--- config.mk ---
export PLATFORM = sky130hd
export DESIGN_NAME = word_guess_engine
export DESIGN_NICKNAME = d
export VERILOG_FILES = /design/src/rtl/word_guess_pkg.sv /design/src/rtl/word_guess_engine_lfsr.sv /design/src/rtl/word_guess_engine.sv
export SDC_FILE = /design/constraint.sdc
export NUM_CORES = 1
export LEC_CHECK = 0
export ABC_AREA = 0
export CELL_PAD_IN_SITES_DETAIL_PLACEMENT = 1
export CELL_PAD_IN_SITES_GLOBAL_PLACEMENT = 2
export CORE_MARGIN = 10
export CORE_UTILIZATION = 30
export DETAILED_ROUTE_END_ITERATION = 8
export PLACE_DENSITY_LB_ADDON = 0.1
export SKIP_CTS_REPAIR_TIMING = 1
export SLEW_MARGIN = 20
export SYNTH_ARGS = -nofsm -noshare
export SYNTH_HDL_FRONTEND = slang
export SYNTH_SLANG_ARGS = --single-unit
--- constraint.sdc ---
create_clock -name wb_clk_i -period 2.5 [get_ports wb_clk_i]
set_clock_uncertainty 0.05 [all_clocks]
set_input_delay 0.5 -clock wb_clk_i [delete_from_list [all_inputs] [get_ports wb_clk_i]]
set_output_delay 0.5 -clock wb_clk_i [all_outputs]
set_load 0.02 [all_outputs]
--- src/rtl/word_guess_pkg.sv ---
// Shared types and constants for the word-guessing game controller.
// Holds the FSM state encoding, default characters and the LFSR tap table.
package word_guess_pkg;

  typedef enum logic [2:0] {
    ST_INIT   = 3'd0,
    ST_LOAD   = 3'd1,
    ST_GUESS  = 3'd2,
    ST_CHECK  = 3'd3,
    ST_UPDATE = 3'd4,
    ST_WIN    = 3'd5,
    ST_LOSE   = 3'd6
  } state_t;

  localparam logic [7:0] CHAR_NUL   = 8'h00;
  localparam logic [7:0] CHAR_SPACE = 8'h20;

  // Maximal-length Fibonacci tap masks; bit k set means stage k+1 feeds back.
  function automatic logic [7:0] lfsr_taps(input int w);
    case (w)
      4:       lfsr_taps = 8'h0C;
      5:       lfsr_taps = 8'h14;
      6:       lfsr_taps = 8'h30;
      7:       lfsr_taps = 8'h60;
      default: lfsr_taps = 8'hB8;
    endcase
  endfunction

endpackage

--- src/rtl/word_guess_engine_lfsr.sv ---
// Free-running Fibonacci LFSR, W bits wide, reset to 1 so it never locks at zero.
// Advances every cycle; no backpressure.
module lfsr_gen
  import word_guess_pkg::*;
#(
  parameter int W = 6
) (
  input  logic         clk,
  input  logic         rst,
  output logic [W-1:0] value
);

  localparam logic [7:0]   TAPS8 = lfsr_taps(W);
  localparam logic [W-1:0] TAPS  = TAPS8[W-1:0];

  always_ff @(posedge clk or posedge rst) begin
    if (rst) value <= W'(1);
    else     value <= {value[W-2:0], ^(value & TAPS)};
  end

endmodule

--- src/rtl/word_guess_engine.sv ---
// Letter-guessing game controller: one guess per next_i in GUESS, hit/miss pulse two cycles later.
// Optional WG_REPEAT_FILTER_EN adds a used-letter map that makes repeat guesses free.
module word_guess_engine
  import word_guess_pkg::*;
#(
  parameter  int CHAR_W    = 8,
  parameter  int WORD_LEN  = 5,
  parameter  int MAX_TRIES = 7,
  parameter  int NUM_WORDS = 8,
  parameter  int LFSR_W    = 6,
  localparam int IDX_W     = (NUM_WORDS > 1) ? $clog2(NUM_WORDS) : 1,
  localparam int TRY_W     = $clog2(MAX_TRIES + 1)
) (
  input  logic                       wb_clk_i,
  input  logic                       wb_rst_i,
  input  logic                       next_i,
  input  logic [CHAR_W-1:0]          guess_i,
  output logic [IDX_W-1:0]           word_idx_o,
  input  logic [WORD_LEN*CHAR_W-1:0] word_i,
  output logic                       ready_o,
  output logic [WORD_LEN-1:0]        revealed_o,
  output logic [TRY_W-1:0]           tries_o,
  output logic                       hit_o,
  output logic                       miss_o,
  output logic                       repeat_o,
  output logic                       win_o,
  output logic                       lose_o,
  output logic [2:0]                 state_o
);

  state_t                      state, state_nxt;
  logic [LFSR_W-1:0]           lfsr;
  logic [WORD_LEN*CHAR_W-1:0]  word_reg;
  logic [CHAR_W-1:0]           guess_reg;
  logic [WORD_LEN-1:0]         match, match_reg;
  logic [WORD_LEN-1:0]         revealed;
  logic [TRY_W-1:0]            tries, tries_inc;
  logic                        rep_reg;
  logic                        all_rev;
  logic                        out_of_tries;

  lfsr_gen #(.W(LFSR_W)) u_lfsr (
    .clk   (wb_clk_i),
    .rst   (wb_rst_i),
    .value (lfsr)
  );

  for (genvar i = 0; i < WORD_LEN; i++) begin : g_match
    assign match[i] = (word_reg[i*CHAR_W +: CHAR_W] == guess_reg);
  end

  assign tries_inc    = tries + TRY_W'(1);
  assign out_of_tries = (tries_inc == TRY_W'(MAX_TRIES));
  assign all_rev      = &(revealed | match_reg);

  always_ff @(posedge wb_clk_i or posedge wb_rst_i) begin
    if (wb_rst_i) state <= ST_INIT;
    else          state <= state_nxt;
  end

  always_comb begin
    state_nxt = state;
    ready_o   = 1'b0;
    hit_o     = 1'b0;
    miss_o    = 1'b0;
    repeat_o  = 1'b0;
    win_o     = 1'b0;
    lose_o    = 1'b0;
    case (state)
      ST_INIT:  if (next_i) state_nxt = ST_LOAD;
      ST_LOAD:  state_nxt = ST_GUESS;
      ST_GUESS: begin
        ready_o = 1'b1;
        if (next_i) state_nxt = ST_CHECK;
      end
      ST_CHECK: state_nxt = ST_UPDATE;
      ST_UPDATE: begin
        if (rep_reg) begin
          repeat_o  = 1'b1;
          state_nxt = ST_GUESS;
        end else if (|match_reg) begin
          hit_o     = 1'b1;
          state_nxt = all_rev ? ST_WIN : ST_GUESS;
        end else begin
          miss_o    = 1'b1;
          state_nxt = out_of_tries ? ST_LOSE : ST_GUESS;
        end
      end
      ST_WIN: begin
        win_o = 1'b1;
        if (next_i) state_nxt = ST_INIT;
      end
      ST_LOSE: begin
        lose_o = 1'b1;
        if (next_i) state_nxt = ST_INIT;
      end
      default: state_nxt = ST_INIT;
    endcase
  end

  always_ff @(posedge wb_clk_i or posedge wb_rst_i) begin
    if (wb_rst_i) begin
      word_idx_o <= '0;
      word_reg   <= '0;
      guess_reg  <= '0;
      match_reg  <= '0;
      revealed   <= '0;
      tries      <= '0;
    end else begin
      case (state)
        ST_INIT: begin
          revealed <= '0;
          tries    <= '0;
          if (next_i) word_idx_o <= IDX_W'(lfsr % NUM_WORDS);
        end
        ST_LOAD:  word_reg <= word_i;
        ST_GUESS: if (next_i) guess_reg <= guess_i;
        ST_CHECK: match_reg <= match;
        ST_UPDATE: begin
          if (!rep_reg) begin
            if (|match_reg)                          revealed <= revealed | match_reg;
            else if (tries != TRY_W'(MAX_TRIES))     tries    <= tries_inc;
          end
        end
        default: ;
      endcase
    end
  end

`ifdef WG_REPEAT_FILTER_EN
  logic [2**CHAR_W-1:0] used_map;

  // rep_reg is captured in CHECK so UPDATE sees only letters used by earlier guesses.
  always_ff @(posedge wb_clk_i or posedge wb_rst_i) begin
    if (wb_rst_i) begin
      used_map <= '0;
      rep_reg  <= 1'b0;
    end else begin
      if (state == ST_INIT)        used_map            <= '0;
      else if (state == ST_UPDATE) used_map[guess_reg] <= 1'b1;
      if (state == ST_CHECK)       rep_reg             <= used_map[guess_reg];
    end
  end
`else
  assign rep_reg = 1'b0;
`endif

  assign revealed_o = revealed;
  assign tries_o    = tries;
  assign state_o    = state;

endmodule

==> flow_summary.ini <==
[global_routing]
grt_first_pass_wirelength_um = 13700
grt_pass1_vias = 2555
antenna_found_initial = 0
gr-usage-all-layers_pct = 10.8
grt-ovfl-total = 0
grt_max_degree = 41

[detailed_routing]
first_pass_iters = 4
drt_first_iter_violations = 133
drc_errors = 0
postRouteAntennaNets = 0
vias = 2255
routedWlPerCell_um = 17.5
wl_um = 8410
vias_per_cell = 4.68

[cells_and_area]
diodes = 0
layout_commonest_cell = dfrtp_1
nNetsFinal = 391
largest_reg_flops = 40
final_cell_mix = dfrtp_1 (72), clkdlybuf4s50_1 (67), mux2_2 (48)
final-instance-count-excl-fill = 482
drive_above_1_share_pct = 23.4
area_delta_synth_final_pct = 32.3

[synth]
synthCells = 270
syn-num-nets = 324
syn_area_per_cell_um2 = 12.4
synthArstFlopShare_pct = 100
syn_area_um2 = 3360
yosysWarningCount = 0
synth_edf_count = 0
synth_cell_types = 39
synth_ff_type = dfrtp_1
synth_seq_cells = 73
yosysSeqAreaShare_pct = 54.5

[clock_tree]
cts.sinks = 73
clock-root-buffer = clkbuf_8
cts_tree = yes
htree_levels = 3
clockBufferDepth = 2
clock_latency_ns = 0.35
cts_buffers = 9
clkTransAtPathRegs_ns = 0.08

[placement]
io_buffers = 69
numPlacedInstances = 466
gp_congestion = 0.718
dp_hpwl_um = 6310

[worst_setup_path]
critPathLaunchType = register
path_max_fanout = 10
worst_setup_path_end_kind = output port
critical_path_class = register to output port
setup.worst_path.start = state_o[2]$_DFFE_PP0P_
path_cells = nor2_2, and2_1, clkdlybuf4s50_1
cp_num_buf_inv = 1
max_stage_delay_ns = 0.60
r2r_start = state_o[0]$_DFFE_PP0P_
cp_slowest_cell = clkdlybuf4s50_1
crit_family = buffers and inverters
cp.required_ns = 1.95
cp.arrival_ns = 1.84

[die]
initial_core_util_pct = 30.8
num_rows = 38
coreArea_um2 = 10900
die_y_um = 126
fp.dieW_um = 126
die_area_um2 = 15800
io_pins = 71

[sta]
tightest_slew_ns = 0.551
fin_tns_setup_ns = 0
setup_viol = 0
period_share_pct = 95.6
rsz0062_at_grt = no
hold_violations = 0
whs_ns = 0.312
max_freq_mhz = 418
report.final.slew_viol_count = 0
relSlewSlack_pct = 63.3
fin_crit_ns = 2.39

[pwr]
vdd_ir_drop_max_mv = 0.451
power_leakage_uw = 0.00182
p_per_area_nw_per_um2 = 1150

[worst_hold_path]
hold_start = u_lfsr.value[3]$_DFF_PP0_
hold_path_class = register to register

[job]
cap_violations = 0

[status]
outcome = complete, no violations
==> worst register-to-register path, cell delays in order, from the launching register on <==
cell and delay [ns]:
dfrtp_1 0.55, nor3b_4 0.24, buf_4 0.48, mux2_2 0.42
==> path summary, 6_finish.rpt <==
check	endpoint	slack [ns]	depth (start not counted)
max	ready_o	0.11	3
min	u_lfsr.value[4]$_DFF_PP0_	0.31	0
max reg2reg	word_reg[27]$_DFFE_PP0N_	0.64	3
min reg2reg	u_lfsr.value[4]$_DFF_PP0_	0.31	0
max in group asynchronous	guess_reg[5]$_DFFE_PP0P_	1.40	3
min in group asynchronous	u_lfsr.value[3]$_DFF_PP0_	0.46	2
==> through the flow <==
stage	utilization (%)	cell area [um^2]	power [uW]	worst slack, ns
final	40.8	4440	5110	0.110
after global routing	40.8	4440	5500	0.00173
after CTS	40.6	4420	5200	-0.216
after detailed placement	38.7	4220	4230	0.172
after global placement	38.7	4220	4190	0.211
after floorplan	-	3360	3600	0.0984
==> cell type report <==
cell class | instances | area (um^2)
Fill cell | 1157 | 6450
Multi-Input combinational cell | 173 | 1440
Sequential cell | 73 | 1830
Clock inverter | 6 | 67.6
Timing Repair Buffer | 76 | 773
Inverter | 4 | 15.0
Tap cell | 140 | 175
Clock buffer | 10 | 138
==> logic make-up (layout without fill, tap and decap cells) <==
group	Yosys count	count (layout)	share of synthesized area, %
xor gates and xnor gates	42	42	11.0
other	1	1	0.112
buffers and inverters	24	96	3.09
muxes	51	51	17.1
and+or+nand+nor	53	53	8.13
DFF	73	73	54.5
adders and majority gates	3	3	1.12
AOI/OAI and AO/OA	23	23	5.00
==> report_power, final <==
group	leakage, uW	internal [uW]	switching [uW]
combinational	0.000809	1190	799
sequential	0.000908	1630	542
clock	0.0000985	489	457
total	0.00182	3310	1800
==> Yosys cell counts, types with 2 or more instances <==
master / number / area [um^2]
nand3_1: 4 / 20.0
xnor2_1: 41 / 359
buf_2: 8 / 40.0
inv_1: 4 / 15.0
nor3_1: 2 / 10.0
nand2_1: 11 / 41.3
ha_1: 3 / 37.5
nor2_1: 16 / 60.1
mux2_2: 48 / 541
o31ai_1: 5 / 37.5
mux2_1: 3 / 33.8
nand4_1: 10 / 62.6
dfrtp_1: 72 / 1800
clkbuf_1: 11 / 41.3
a21oi_1: 6 / 30.0
o22ai_1: 3 / 18.8
==> routing by layer <==
metal  global-route usage (%)  share of wire, %
met2                     18.5                50
met5                        0                 0
met3                     3.57               4.6
met4                     2.81              0.95
met1                     12.5                44
No activity file was read; power rests on OpenSTA's default activity.
